==> config.mk <==
export PLATFORM = sky130hd
export DESIGN_NAME = simon_sound
export DESIGN_NICKNAME = d
export VERILOG_FILES = /design/src/rtl/simon_pkg.sv /design/src/rtl/tone_gen.sv /design/src/rtl/simon_sound.sv
export SDC_FILE = /design/constraint.sdc
export NUM_CORES = 1
export LEC_CHECK = 0
export ABC_AREA = 1
export BUFFER_PORTS_ARGS = -buffer_cell sky130_fd_sc_hd__buf_2
export CORE_ASPECT_RATIO = 0.5
export CORE_MARGIN = 4
export CORE_UTILIZATION = 40
export DETAILED_ROUTE_END_ITERATION = 8
export GPL_TIMING_DRIVEN = 0
export PLACE_DENSITY_LB_ADDON = 0.05
export SLEW_MARGIN = 10
export SYNTH_ARGS = -nofsm -noshare
export SYNTH_HDL_FRONTEND = slang
export SYNTH_HIERARCHICAL = 1
export SYNTH_SLANG_ARGS = --single-unit
==> constraint.sdc <==
create_clock -name CLK -period 4.2 [get_ports CLK]
set_input_delay 0.63 -clock CLK [delete_from_list [all_inputs] [get_ports CLK]]
set_output_delay 0.63 -clock CLK [all_outputs]
set_load 0.1 [all_outputs]
==> src/rtl/simon_pkg.sv <==
// Shared constants, state encoding and tone helpers for the Simon audio stage.
package simon_pkg;

  localparam int unsigned F_LAMP0 = 415;
  localparam int unsigned F_LAMP1 = 310;
  localparam int unsigned F_LAMP2 = 252;
  localparam int unsigned F_LAMP3 = 209;
  localparam int unsigned F_BUZZ  = 42;

  typedef enum logic [1:0] {
    ST_IDLE,
    ST_LAMP,
    ST_LOSE,
    ST_JINGLE
  } state_t;

  // Clock cycles per half period of a square wave at freq_hz (truncating).
  function automatic int unsigned half_period(input int unsigned clk_hz,
                                              input int unsigned freq_hz);
    return clk_hz / (2 * freq_hz);
  endfunction

endpackage

==> src/rtl/tone_gen.sv <==
// Square-wave generator: starts high on restart, toggles every half_last+1 cycles.
module tone_gen #(
  parameter int HW = 20
) (
  input  logic          clk,
  input  logic          rst_n,
  input  logic          restart,
  input  logic          enable,
  input  logic [HW-1:0] half_last,
  output logic          spk
);

  logic [HW-1:0] cnt;

  // NOTE: asynchronous reset so the speaker goes silent the moment rst_n drops,
  // and non-blocking assignments so every flop samples pre-edge values.
  always_ff @(posedge clk or negedge rst_n) begin
    if (!rst_n) begin
      cnt <= '0;
      spk <= 1'b0;
    end else if (!enable) begin
      cnt <= '0;
      spk <= 1'b0;
    end else if (restart) begin
      cnt <= '0;
      spk <= 1'b1;
    end else if (cnt == half_last) begin
      cnt <= '0;
      spk <= ~spk;
    end else begin
      cnt <= cnt + 1'b1;
    end
  end

endmodule

==> src/rtl/simon_sound.sv <==
// Simon audio stage: lamp tones, one-shot loss buzz and high-score jingle on one pin.
module simon_sound
  import simon_pkg::*;
#(
  parameter int unsigned CLK_HZ  = 50_000_000,
  parameter int unsigned LOSE_MS = 1500,
  parameter int unsigned NOTE_MS = 150
) (
  input  logic       CLK,
  input  logic       RST_N,
  input  logic [1:0] LAMP,
  input  logic       LAMP_ENA,
  input  logic       LOSE,
  input  logic       HS,
  output logic       SPK,
  output logic       SPK_ACTIVE
);

  localparam int unsigned MS      = CLK_HZ / 1000;
  localparam int unsigned HALF_L0 = half_period(CLK_HZ, F_LAMP0);
  localparam int unsigned HALF_L1 = half_period(CLK_HZ, F_LAMP1);
  localparam int unsigned HALF_L2 = half_period(CLK_HZ, F_LAMP2);
  localparam int unsigned HALF_L3 = half_period(CLK_HZ, F_LAMP3);
  localparam int unsigned HALF_BZ = half_period(CLK_HZ, F_BUZZ);
  localparam int unsigned DUR_MAX = (LOSE_MS > NOTE_MS) ? LOSE_MS : NOTE_MS;

  localparam int HW = (HALF_BZ > 1) ? $clog2(HALF_BZ) : 1;
  localparam int PW = (MS > 1) ? $clog2(MS) : 1;
  localparam int DW = (DUR_MAX > 1) ? $clog2(DUR_MAX) : 1;

  // The tone generator is fed terminal counts (HALF-1), which always fit in HW bits.
  localparam logic [HW-1:0] LAST_L0 = HW'(HALF_L0 - 1);
  localparam logic [HW-1:0] LAST_L1 = HW'(HALF_L1 - 1);
  localparam logic [HW-1:0] LAST_L2 = HW'(HALF_L2 - 1);
  localparam logic [HW-1:0] LAST_L3 = HW'(HALF_L3 - 1);
  localparam logic [HW-1:0] LAST_BZ = HW'(HALF_BZ - 1);

  function automatic logic [HW-1:0] lamp_last(input logic [1:0] code);
    case (code)
      2'd0:    return LAST_L0;
      2'd1:    return LAST_L1;
      2'd2:    return LAST_L2;
      default: return LAST_L3;
    endcase
  endfunction

  state_t          state, next_state;
  logic            lose_q, hs_q;
  logic [1:0]      lamp_q;
  logic [PW-1:0]   pre_cnt;
  logic [DW-1:0]   ms_cnt;
  logic [1:0]      note, note_next;

  logic            lose_rise, hs_rise, busy, ms_tick, dur_done, dur_start;
  logic [DW-1:0]   dur_last;
  logic            tone_restart, tone_en;
  logic [HW-1:0]   tone_last;

  // NOTE: every signal gets a default at the top of the block so no path
  // through the case statements can leave one unassigned and infer a latch.
  always_comb begin
    lose_rise = LOSE & ~lose_q;
    hs_rise   = HS & ~hs_q;
    busy      = (state == ST_LOSE) || (state == ST_JINGLE);
    ms_tick   = busy && (pre_cnt == PW'(MS - 1));
    dur_last  = (state == ST_JINGLE) ? DW'(NOTE_MS - 1) : DW'(LOSE_MS - 1);
    dur_done  = ms_tick && (ms_cnt == dur_last);

    next_state = state;
    if (lose_rise) begin
      next_state = ST_LOSE;
    end else begin
      case (state)
        ST_IDLE:   if (hs_rise) next_state = ST_JINGLE;
                   else if (LAMP_ENA) next_state = ST_LAMP;
        ST_LAMP:   if (hs_rise) next_state = ST_JINGLE;
                   else if (!LAMP_ENA) next_state = ST_IDLE;
        ST_LOSE:   if (dur_done) next_state = ST_IDLE;
        ST_JINGLE: if (dur_done && note == 2'd3) next_state = ST_IDLE;
        default:   next_state = ST_IDLE;
      endcase
    end

    // A repeated LOSE edge restarts the buzz even though the state is unchanged.
    dur_start = lose_rise || (next_state == ST_JINGLE && state != ST_JINGLE);

    note_next = note;
    if (dur_start)                            note_next = 2'd0;
    else if (state == ST_JINGLE && dur_done)  note_next = note + 2'd1;

    tone_restart = dur_start
                || (next_state != state)
                || (state == ST_LAMP && next_state == ST_LAMP && LAMP != lamp_q)
                || (state == ST_JINGLE && next_state == ST_JINGLE && dur_done);
    tone_en = (next_state != ST_IDLE);

    tone_last = '0;
    case (next_state)
      ST_LAMP:   tone_last = lamp_last(LAMP);
      ST_LOSE:   tone_last = LAST_BZ;
      ST_JINGLE: tone_last = lamp_last(~note_next);  // notes run lamp 3 down to lamp 0
      default:   tone_last = '0;
    endcase
  end

  always_ff @(posedge CLK or negedge RST_N) begin
    if (!RST_N) begin
      state      <= ST_IDLE;
      lose_q     <= 1'b0;
      hs_q       <= 1'b0;
      lamp_q     <= 2'd0;
      SPK_ACTIVE <= 1'b0;
    end else begin
      state      <= next_state;
      lose_q     <= LOSE;
      hs_q       <= HS;
      lamp_q     <= LAMP;
      SPK_ACTIVE <= tone_en;
    end
  end

  always_ff @(posedge CLK or negedge RST_N) begin
    if (!RST_N) begin
      pre_cnt <= '0;
      ms_cnt  <= '0;
      note    <= 2'd0;
    end else begin
      note <= note_next;
      if (dur_start || !busy) begin
        pre_cnt <= '0;
        ms_cnt  <= '0;
      end else if (ms_tick) begin
        pre_cnt <= '0;
        ms_cnt  <= dur_done ? '0 : ms_cnt + 1'b1;
      end else begin
        pre_cnt <= pre_cnt + 1'b1;
      end
    end
  end

  tone_gen #(.HW(HW)) u_tone (
    .clk       (CLK),
    .rst_n     (RST_N),
    .restart   (tone_restart),
    .enable    (tone_en),
    .half_last (tone_last),
    .spk       (SPK)
  );

endmodule

### Yosys cells after proc, flatten, opt, wreduce, memory -nomap -nowiden

Cells that the tools add are included.

* register bits after elaboration: 57
* input port bits: 7
* output and inout bits: 2

* $add $sub $neg: 4
* eq/ne operators: 18
* muxes and demuxes: 25
* bitwise gates (word level): 6
* reduce and logical (&&, ||, !) cells: 21

Operators with widths (number)
* case mux 17 bit (3 select lines): 2
* 2-to-1 mux 20 bit: 3
* case mux 20 bit (3 select lines): 1
* 2-to-1 mux 11 bit: 4
* 2-to-1 mux 16 bit: 2
* adder 20 x 1 -> 20 bit (second input constant): 1
* == test 20 bit: 1
* 2-to-1 mux 2 bit: 9
* adder 16 x 1 -> 16 bit (second input constant): 1
* == test 16 bit (second input constant): 1
* == test 2 bit (second input constant): 7
* adder 11 x 1 -> 11 bit (second input constant): 1
* == test 11 bit: 1
* logical AND 1 bit: 9
* == test 2 x 1 -> 1 bit (second input constant): 4
* case mux 2 bit (4 select lines): 1
* zero test 2 bit: 3
* logical OR 1 bit: 6
* inequality test 2 bit: 2
* nonzero test 2 bit: 2
* 2-to-1 mux 1 bit: 3
* inequality test 3 x 2 -> 1 bit (second input constant): 1
* NOT 1 bit: 3
* adder 2 x 1 -> 2 bit (second input constant): 1
* other kinds (4): 5

### Logic depth before layout (Yosys ltp)

Gate-level depths: netlist (run 1).

* word-level depth: 20
* gate-level depth with buffers: 28
* depth with buffers taken out: 27

### By module

Netlist (run 1), hierarchy kept.

Modules (own cells, without submodules)
* simon_sound: times used 1, cells an instance 328, area an instance 2452.4 sq um
* tone_gen: times used 1, cells an instance 220, area an instance 1485.2 sq um

### Worst setup path before layout (run 1)

Ideal clock, no wire load.

* path kind: reg2reg
* from: reg pre_cnt[0]
* to: reg u_tone.cnt[18]
* library setup time: 120 ps
* arrival: 3305 ps
* required time: 4080 ps
* slack: 775 ps
* stages on the path, launching flop included: 28
* path buffers: 1
* path through: dfrtp_1 -> ha_1 -> nand2_1 -> nor2_1 -> nand3_1 -> nor2_4 -> nand3_2 -> nand2_1 -> nand2_2 -> nand2_2 -> inv_4 -> nand3_4 -> nand2_1 -> nor2_1 -> inv_1 -> ha_1 -> o21bai_1 -> o22ai_1 -> inv_1 -> nand2_1 -> nand2_1 -> nor2_1 -> nand2_1 -> nor2_1 -> nand3_1 -> nand2_2 -> buf_6 -> nor2_1

* cells in the longest elaborated chain, start to end: 19
* elaborated cells on any way between the ends: 35
* those cells by class: eq/ne: 8; mux: 11; bitwise: 1; reduce/logical: 15

Ends and longest elaborated chain
* start: declaration: RTL line simon_sound.sv:50 `logic [PW-1:0] pre_cnt;`
* start signal: assignment: RTL line simon_sound.sv:136 `pre_cnt <= pre_cnt + 1'b1;`
* == test 16 bit (*): RTL line simon_sound.sv:65 `ms_tick = busy && (pre_cnt == PW'(MS - 1));`
* logical AND 1 bit (*): RTL line simon_sound.sv:65
* logical AND 1 bit (*): RTL line simon_sound.sv:67 `dur_done = ms_tick && (ms_cnt == dur_last);`
* logical AND 1 bit: RTL line simon_sound.sv:79 `ST_JINGLE: if (dur_done && note == 2'd3) next_state = ST_IDLE;`
* 2-to-1 mux 2 bit: RTL line simon_sound.sv:79
* case mux 2 bit (4 select lines) (*): RTL line simon_sound.sv:73 `case (state)`
* 2-to-1 mux 2 bit (*): RTL line simon_sound.sv:70 `if (lose_rise) begin`
* net next_state[0]: RTL line simon_sound.sv:47 `state_t state, next_state;`
* (+4 left out)
* net note_next[1]: RTL line simon_sound.sv:52 `logic [1:0] note, note_next;`
* (+1 left out)
* == test 2 bit, or another cell as far along: RTL line simon_sound.sv:39 `case (code)`
* case mux 17 bit (3 select lines) (*): RTL line simon_sound.sv:39
* case mux 20 bit (3 select lines) (*): RTL line simon_sound.sv:98 `case (next_state)`
* net tone_last[11]: RTL line simon_sound.sv:57 `logic [HW-1:0] tone_last;`
* == test 20 bit (*): RTL line tone_gen.sv:27 `end else if (cnt == half_last) begin`
* 2-to-1 mux 20 bit (*): RTL line tone_gen.sv:27
* 2-to-1 mux 20 bit (*): RTL line tone_gen.sv:24 `end else if (restart) begin`
* 2-to-1 mux 20 bit (*): RTL line tone_gen.sv:21 `end else if (!enable) begin`
* end signal: assignment: RTL line tone_gen.sv:31 `cnt <= cnt + 1'b1;`
* end: declaration: RTL line tone_gen.sv:13 `logic [HW-1:0] cnt;`

Mark *: on every way through the listed nets, which the timed path passes. The rest lies on a longest branch.
A chain may end at the register's enable or synchronous reset.

### Final worst setup path (run 1)

* from: reg pre_cnt[0]
* to: reg u_tone.cnt[3]

The elaborated chain is that of the path after synthesis.

==> results.json, run 1 <==
{
  "skew_ns": 0.00473,
  "cts_tree": "yes",
  "finalSetupViolCount": 0,
  "cp_num_cells": 27,
  "worstReg2RegStart": "pre_cnt[0]",
  "grt.overflow.total": 0,
  "final-hold-violation-count": 0,
  "clock_latency_ns": 0.32,
  "critPathRequiredTime_ns": 4.41,
  "worst-path-buf-inv": 4,
  "grt_max_degree": 58,
  "cp-end-kind": "flip-flop",
  "layout_min_cycle_time_ns": 3.74,
  "p_leak_nw": 2.11,
  "top_layer": "met4",
  "slew_viol_final": 0,
  "worst_setup_path_start_kind": "flip-flop",
  "yosys_warnings": 6,
  "layout-drive-gt1-share_pct": 11.3,
  "fin_util_pct": 46.8,
  "synth_edf_count": 0,
  "yosys.area.top_type_share_pct": 36.2,
  "hold_ws_ns": 0.365,
  "post-route-period-util_pct": 89.1,
  "fillers": 1017,
  "area_growth_pct": 13.0,
  "worstMarginPinSlew_ns": 0.748,
  "outcome": "finished clean",
  "start_util_pct": 41.4,
  "cts_buffers": 9,
  "finalInstanceArea_sq_um": 4450,
  "portBuffers": 8,
  "synth.distinct_cells": 35,
  "rsz0062_at_grt": "false",
  "ir_drop_uv": 201,
  "syn_avg_cell_area_sq_um": 7.19,
  "worstPathArrival_ns": 3.95,
  "dpl-instance-area_sq_um": 4170,
  "critPathKind": "reg -> reg",
  "fmax_mhz": 267,
  "yosys-top-cells-area": "dfrtp_1 (36%), nand2_1 (13%), nor2_1 (8.7%)",
  "yosysSeqAreaShare_pct": 36.2,
  "via_count": 3265,
  "wl_per_cell_um": 12.0,
  "met3_length_um": 298,
  "fin_nets": 598,
  "path_common_cell": "nand2_1",
  "die_width_um": 148,
  "mostFrequentLayoutCells": "nand2_1 (134), nor2_1 (89), inv_1 (85)",
  "clkSinkCount": 57,
  "cp_max_fo": 10,
  "dr.first_iter.drc_count": 188,
  "die-area_sq_um": 11600,
  "ff2ff_path_depth": 27,
  "drt_wl_total_mm": 8.55,
  "cts.path.max_buffers": 2,
  "r2r_slack_ns": 0.46,
  "syn_inst": 548,
  "hpwl_mm": 6.45,
  "synth_area_leader_cell": "dfrtp_1",
  "grt_pass1_wl_mm": 15.9,
  "slowest_delay_ns": 0.38,
  "place.gp.congestion": 0.807,
  "path_clk_slew_ns": 0.05,
  "vias_per_cell": 4.59,
  "power.density_nw_per_um2": 312,
  "multi_input_area_sq_um": 2160,
  "root_buffer": "clkbuf_16",
  "ys_ff_latch": 57,
  "slew_headroom_pct": 50.1,
  "wl_met2_mm": 3.85,
  "n_antenna_cell": 0,
  "crit_slowest_cell": "dfrtp_1",
  "drv_cap": 0,
  "coreArea_sq_um": 9510,
  "synth_ff_type": "dfrtp_1",
  "cts.htree.levels": 3,
  "drc": 0,
  "final_common_cell": "nand2_1",
  "seq_area_sq_um": 1430,
  "hp-class": "in -> async",
  "ant_nets": 0,
  "ios": 9,
  "dr.pass1.iters": 5,
  "path_delay_family": "simple AND/OR/NAND/NOR gates",
  "std_cell_rows": 25,
  "syn_area_sq_um": 3940,
  "wl_met1_mm": 4.36,
  "postCtsHoldBufs": 0,
  "async_flop_share_pct": 100,
  "grt.total_usage_pct": 17.0,
  "antenna_found_initial": 0,
  "r2r-end": "u_tone/cnt[3]",
  "grt_pass1_vias": 3291,
  "die_y_um": 78.2
}
==> logic make-up (layout without fill, tap and decap cells) <==
| kind of cell | count (synthesis) | in the layout | synth area share (%) |
|---|---|---|---|
| buf+inv | 95 | 118 | 9.88 |
| flops | 57 | 57 | 36.2 |
| xor+xnor | 30 | 30 | 6.67 |
| compound gates | 29 | 29 | 4.42 |
| fa+ha+maj | 17 | 17 | 5.40 |
| simple gates | 319 | 319 | 37.3 |
| other cells | 1 | 6 | 0.0952 |
==> stage by stage <==
step           TNS (ns)  std cells  setup slack [ns]  total power, W
2_1_floorplan         0        553             0.775        0.000714
3_3_place_gp     -0.506        696           -0.0327        0.000761
3_5_place_dp     -0.119        696           -0.0132        0.000762
4_1_cts               0        709            0.0676         0.00142
5_1_grt               0        711           0.00234         0.00147
6_report              0        711             0.457         0.00139
==> final cells by class <==
type	instances	area share [%]
timing repair buffer	10	1.29
tap	135	3.80
buffer	5	1.10
multi-input combinational	401	48.5
clock buffer	12	5.54
clock inverter	1	0.112
sequential	57	32.0
inverter	90	7.65
==> timing repair <==
item	in CTS	in global routing
buffers inserted	0	2
gates cloned	0	0
pin swaps	0	1
resized for setup	1	4
endpoints found under the setup margin	20	21
==> metal layers <==
metal	GRT usage (%)	vias to the layer above
met5	0	-
met4	4.61	0
met3	4.73	4
met2	26.8	38
met1	23.0	1475
li1	-	1748
==> flip-flops by register name, summed over array words and instances, names as in the netlist <==
register    cells
u_tone/cnt     20
state           2
lose_q          1
hs_q            1
lamp_q          2
ms_cnt         11
pre_cnt        16
note            2
u_tone/spk      1
SPK_ACTIVE      1
==> report_power, final <==
group          total (W)  switching, W  internal, W
Sequential      0.000586     0.0000181     0.000568
Combinational   0.000165      0.000113    0.0000527
Clock           0.000637      0.000234     0.000403
==> synth_stat cells (all sizes together) (3+ instances only) <==
master and count:
nand4 17, o21bai 3, nand3 33, dfrtp 57, xor2 22, nor2 99, nor4 6, buf 4
a21oi 5, nand3b 5, inv 90, xnor2 8, or2 5, nand2 140, ha 17, nor3 13
o21ai 14
==> how the worst max path moves through the flow <==
| stage | startpoint | to | slack, ns |
|---|---|---|---|
| after floorplan | pre_cnt[0] | u_tone/cnt[18] | 0.77 |
| after global placement | pre_cnt[0] | u_tone/cnt[18] | -0.03 |
| after detailed placement | pre_cnt[0] | u_tone/cnt[18] | -0.01 |
| after CTS | pre_cnt[0] | u_tone/cnt[3] | 0.07 |
| after global routing | pre_cnt[0] | u_tone/cnt[13] | 0.002 |
| final | pre_cnt[0] | u_tone/cnt[3] | 0.46 |
Note: power is estimated with default switching activity, not from simulation.
==> run 2: changes to the inputs <==
--- a/config.mk
+++ b/config.mk
@@ -10,9 +10,11 @@
 export CORE_ASPECT_RATIO = 0.5
 export CORE_MARGIN = 4
 export CORE_UTILIZATION = 40
+export CTS_CLUSTER_DIAMETER = 30
 export DETAILED_ROUTE_END_ITERATION = 8
 export GPL_TIMING_DRIVEN = 0
 export PLACE_DENSITY_LB_ADDON = 0.05
+export REMOVE_ABC_BUFFERS = 1
 export SLEW_MARGIN = 10
 export SYNTH_ARGS = -nofsm -noshare
 export SYNTH_HDL_FRONTEND = slang
==> run 2 against run 1 <==
Compared with the run above: via count rose by 2.0%; register-to-register slack got worse by 0.03 ns; combinational power barely moved; setup slack got worse by 0.028 ns; sequential power barely moved; sequential share of layout area fell by 0.66 points; maximum frequency fell by 0.75%; cell count rose by 0.28%; non-clock buffer count fell by 4; critical endpoint is now u_tone/cnt[19]; largest cell class unchanged; largest power group unchanged.
==> results.json, run 2 (same netlist as run 1, synthesis figures left out) <==
{
  "root_buffer": "clkbuf_16",
  "worstMarginPinSlew_ns": 0.840,
  "cp_max_fo": 7,
  "hpwl_mm": 6.25,
  "power.density_nw_per_um2": 344,
  "slew_headroom_pct": 43.8,
  "wl_per_cell_um": 12.5,
  "dr.pass1.iters": 4,
  "path_clk_slew_ns": 0.05,
  "cts.htree.levels": 3,
  "critPathKind": "reg -> reg",
  "p_comb_share_pct": 10.5,
  "largest_reg_flops": 20,
  "start_util_pct": 41.4,
  "place.gp.congestion": 0.820,
  "die_width_um": 148,
  "cts_buffers": 9,
  "top_register": "u_tone/cnt",
  "final_common_cell": "nand2_1",
  "worstReg2RegStart": "pre_cnt[0]",
  "mostFrequentLayoutCells": "nand2_1 (134), nor2_1 (89), inv_1 (85)",
  "ios": 9,
  "die_y_um": 78.2,
  "fillers": 991,
  "finalSetupViolCount": 0,
  "layout_min_cycle_time_ns": 3.77,
  "hold_ws_ns": 0.343,
  "clkSinkCount": 57,
  "via_count": 3329,
  "antenna_found_initial": 0,
  "pre_cts_ws_ns": -0.180,
  "cp-end-kind": "flip-flop",
  "portBuffers": 8,
  "drc": 0,
  "cts.path.max_buffers": 2,
  "grt_pass1_vias": 3238,
  "coreArea_sq_um": 9510,
  "dr.first_iter.drc_count": 125,
  "vias_per_cell": 4.67,
  "fin_ws_ns": 0.428,
  "n_antenna_cell": 0,
  "slew_viol_final": 0,
  "reg_top3": "u_tone/cnt (20), pre_cnt (16), ms_cnt (11)",
  "clock_latency_ns": 0.33,
  "p_leak_nw": 2.14,
  "worstPathArrival_ns": 3.99,
  "fmax_mhz": 265,
  "ir_drop_uv": 220,
  "area_growth_pct": 15.4,
  "post-route-period-util_pct": 89.8,
  "cts_tree": "yes",
  "worst_setup_path_start_kind": "flip-flop",
  "hp-class": "in -> async",
  "p_sw_share_pct": 25.6,
  "final-hold-violation-count": 0,
  "critPathRequiredTime_ns": 4.42,
  "drv_cap": 0,
  "crit_path_start": "pre_cnt[0]",
  "grt.total_usage_pct": 16.7,
  "outcome": "finished clean",
  "skew_ns": 0.00503,
  "internal_power_w": 0.00116,
  "fin_nets": 597,
  "ant_nets": 0,
  "layout-drive-gt1-share_pct": 12.3,
  "grt.overflow.total": 0,
  "die-area_sq_um": 11600,
  "p_clk_share_pct": 52.0,
  "grt_pass1_wl_mm": 15.6,
  "switching_power_w": 0.000400,
  "drt_wl_total_mm": 8.88,
  "std_cell_rows": 25,
  "p_seq_share_pct": 37.5,
  "postCtsHoldBufs": 0,
  "grt_max_degree": 58
}
## run 2: changes by cell type in the layout (fill, tap and decap cells not counted)
cell / before / now
buf_4: 3 / 4
buf_6: 4 / 0
bufinv_16: 0 / 2
clkbuf_1: 3 / 0
clkbuf_8: 1 / 2
clkinv_2: 1 / 2
clkinvlp_4: 0 / 1
nand2_2: 6 / 5
nand2_4: 0 / 4
nand3_1: 28 / 27
nand3_4: 2 / 3
nor2_2: 6 / 5
nor2_4: 4 / 5
## run 2: what timing repair did
action | 4_1_cts | 5_1_grt
pin swaps | 0 | 3
endpoints found under the setup margin | 21 | 21
buffers inserted | 0 | 3
gates resized for setup | 2 | 10
gates cloned | 0 | 3
## run 2: worst paths after layout
| kind | to | slack [ns] | depth (start not counted) |
|---|---|---|---|
| worst min-delay path | ms_cnt[4] | 0.34 | 1 |
| worst max register to register | u_tone/cnt[19] | 0.43 | 26 |
| max in group asynchronous | u_tone/cnt[11] | 3.30 | 1 |
| worst max-delay path | u_tone/cnt[19] | 0.43 | 26 |
| worst min register to register | u_tone/spk | 0.55 | 2 |
| min in group CLK | lose_q | 0.42 | 1 |
## run 2: metrics by stage
| step | instances | utilization [%] | cell area, sq um | setup TNS [ns] | power, W |
|---|---|---|---|---|---|
| after floorplan | 548 | - | 3910 | 0 | 0.000703 |
| after global placement | 691 | 43.3 | 4120 | -3.54 | 0.000749 |
| after detailed placement | 691 | 43.3 | 4120 | -3.20 | 0.000750 |
| after CTS | 707 | 46.9 | 4460 | 0 | 0.00157 |
| after global routing | 713 | 47.8 | 4540 | -0.00641 | 0.00164 |
| final | 713 | 47.8 | 4540 | 0 | 0.00156 |
## run 2: layout make-up
cell class              count  area (sq um)  share of cell area, %
clock inverters             5          77.6                   1.71
clock buffers              11           253                   5.56
flip-flops and latches     57          1430                   31.4
repair buffers             11          65.1                   1.43
multi-input cells         404          2210                   48.7
well taps                 135           169                   3.72
inverters                  90           340                   7.49
## run 2: critical path: stages (launching register included)
cell and delay (ns):
dfrtp_1 0.38, ha_1 0.19, nand2_1 0.09, nor2_4 0.14, nand3_1 0.14, nor2_4 0.21
nand3_2 0.11, nand2_1 0.08, nand2_2 0.06, nand2_2 0.15, inv_4 0.07, nand3_4 0.08
nand2_1 0.11, nor2_4 0.17, inv_1 0.08, ha_1 0.20, o21bai_1 0.17, o22ai_2 0.24
inv_1 0.07, nand2_1 0.06, nand2_1 0.05, nor2_1 0.07, nand2_1 0.08, nor2_1 0.20
nand3_4 0.19, nand2_4 0.18, nor2_1 0.07
## run 2: power groups by stage
stage	Clock, W	Combinational (W)	Sequential, W
after CTS	0.000832	0.000156	0.000587
after floorplan	0	0.0000925	0.000610
after global placement	0	0.000153	0.000596
after global routing	0.000867	0.000189	0.000589
after detailed placement	0	0.000154	0.000596
final	0.000812	0.000163	0.000587
## run 2: layer usage
layer | wire length, um | up-vias | GRT usage (%) | share of wire (%)
li1 | - | 1756 | - | -
met1 | 4610 | 1538 | 22.9 | 52
met2 | 3900 | 24 | 26.1 | 44
met3 | 230 | 11 | 4.90 | 2.6
met4 | 142 | 0 | 4.06 | 1.6
met5 | 0 | - | 0 | 0
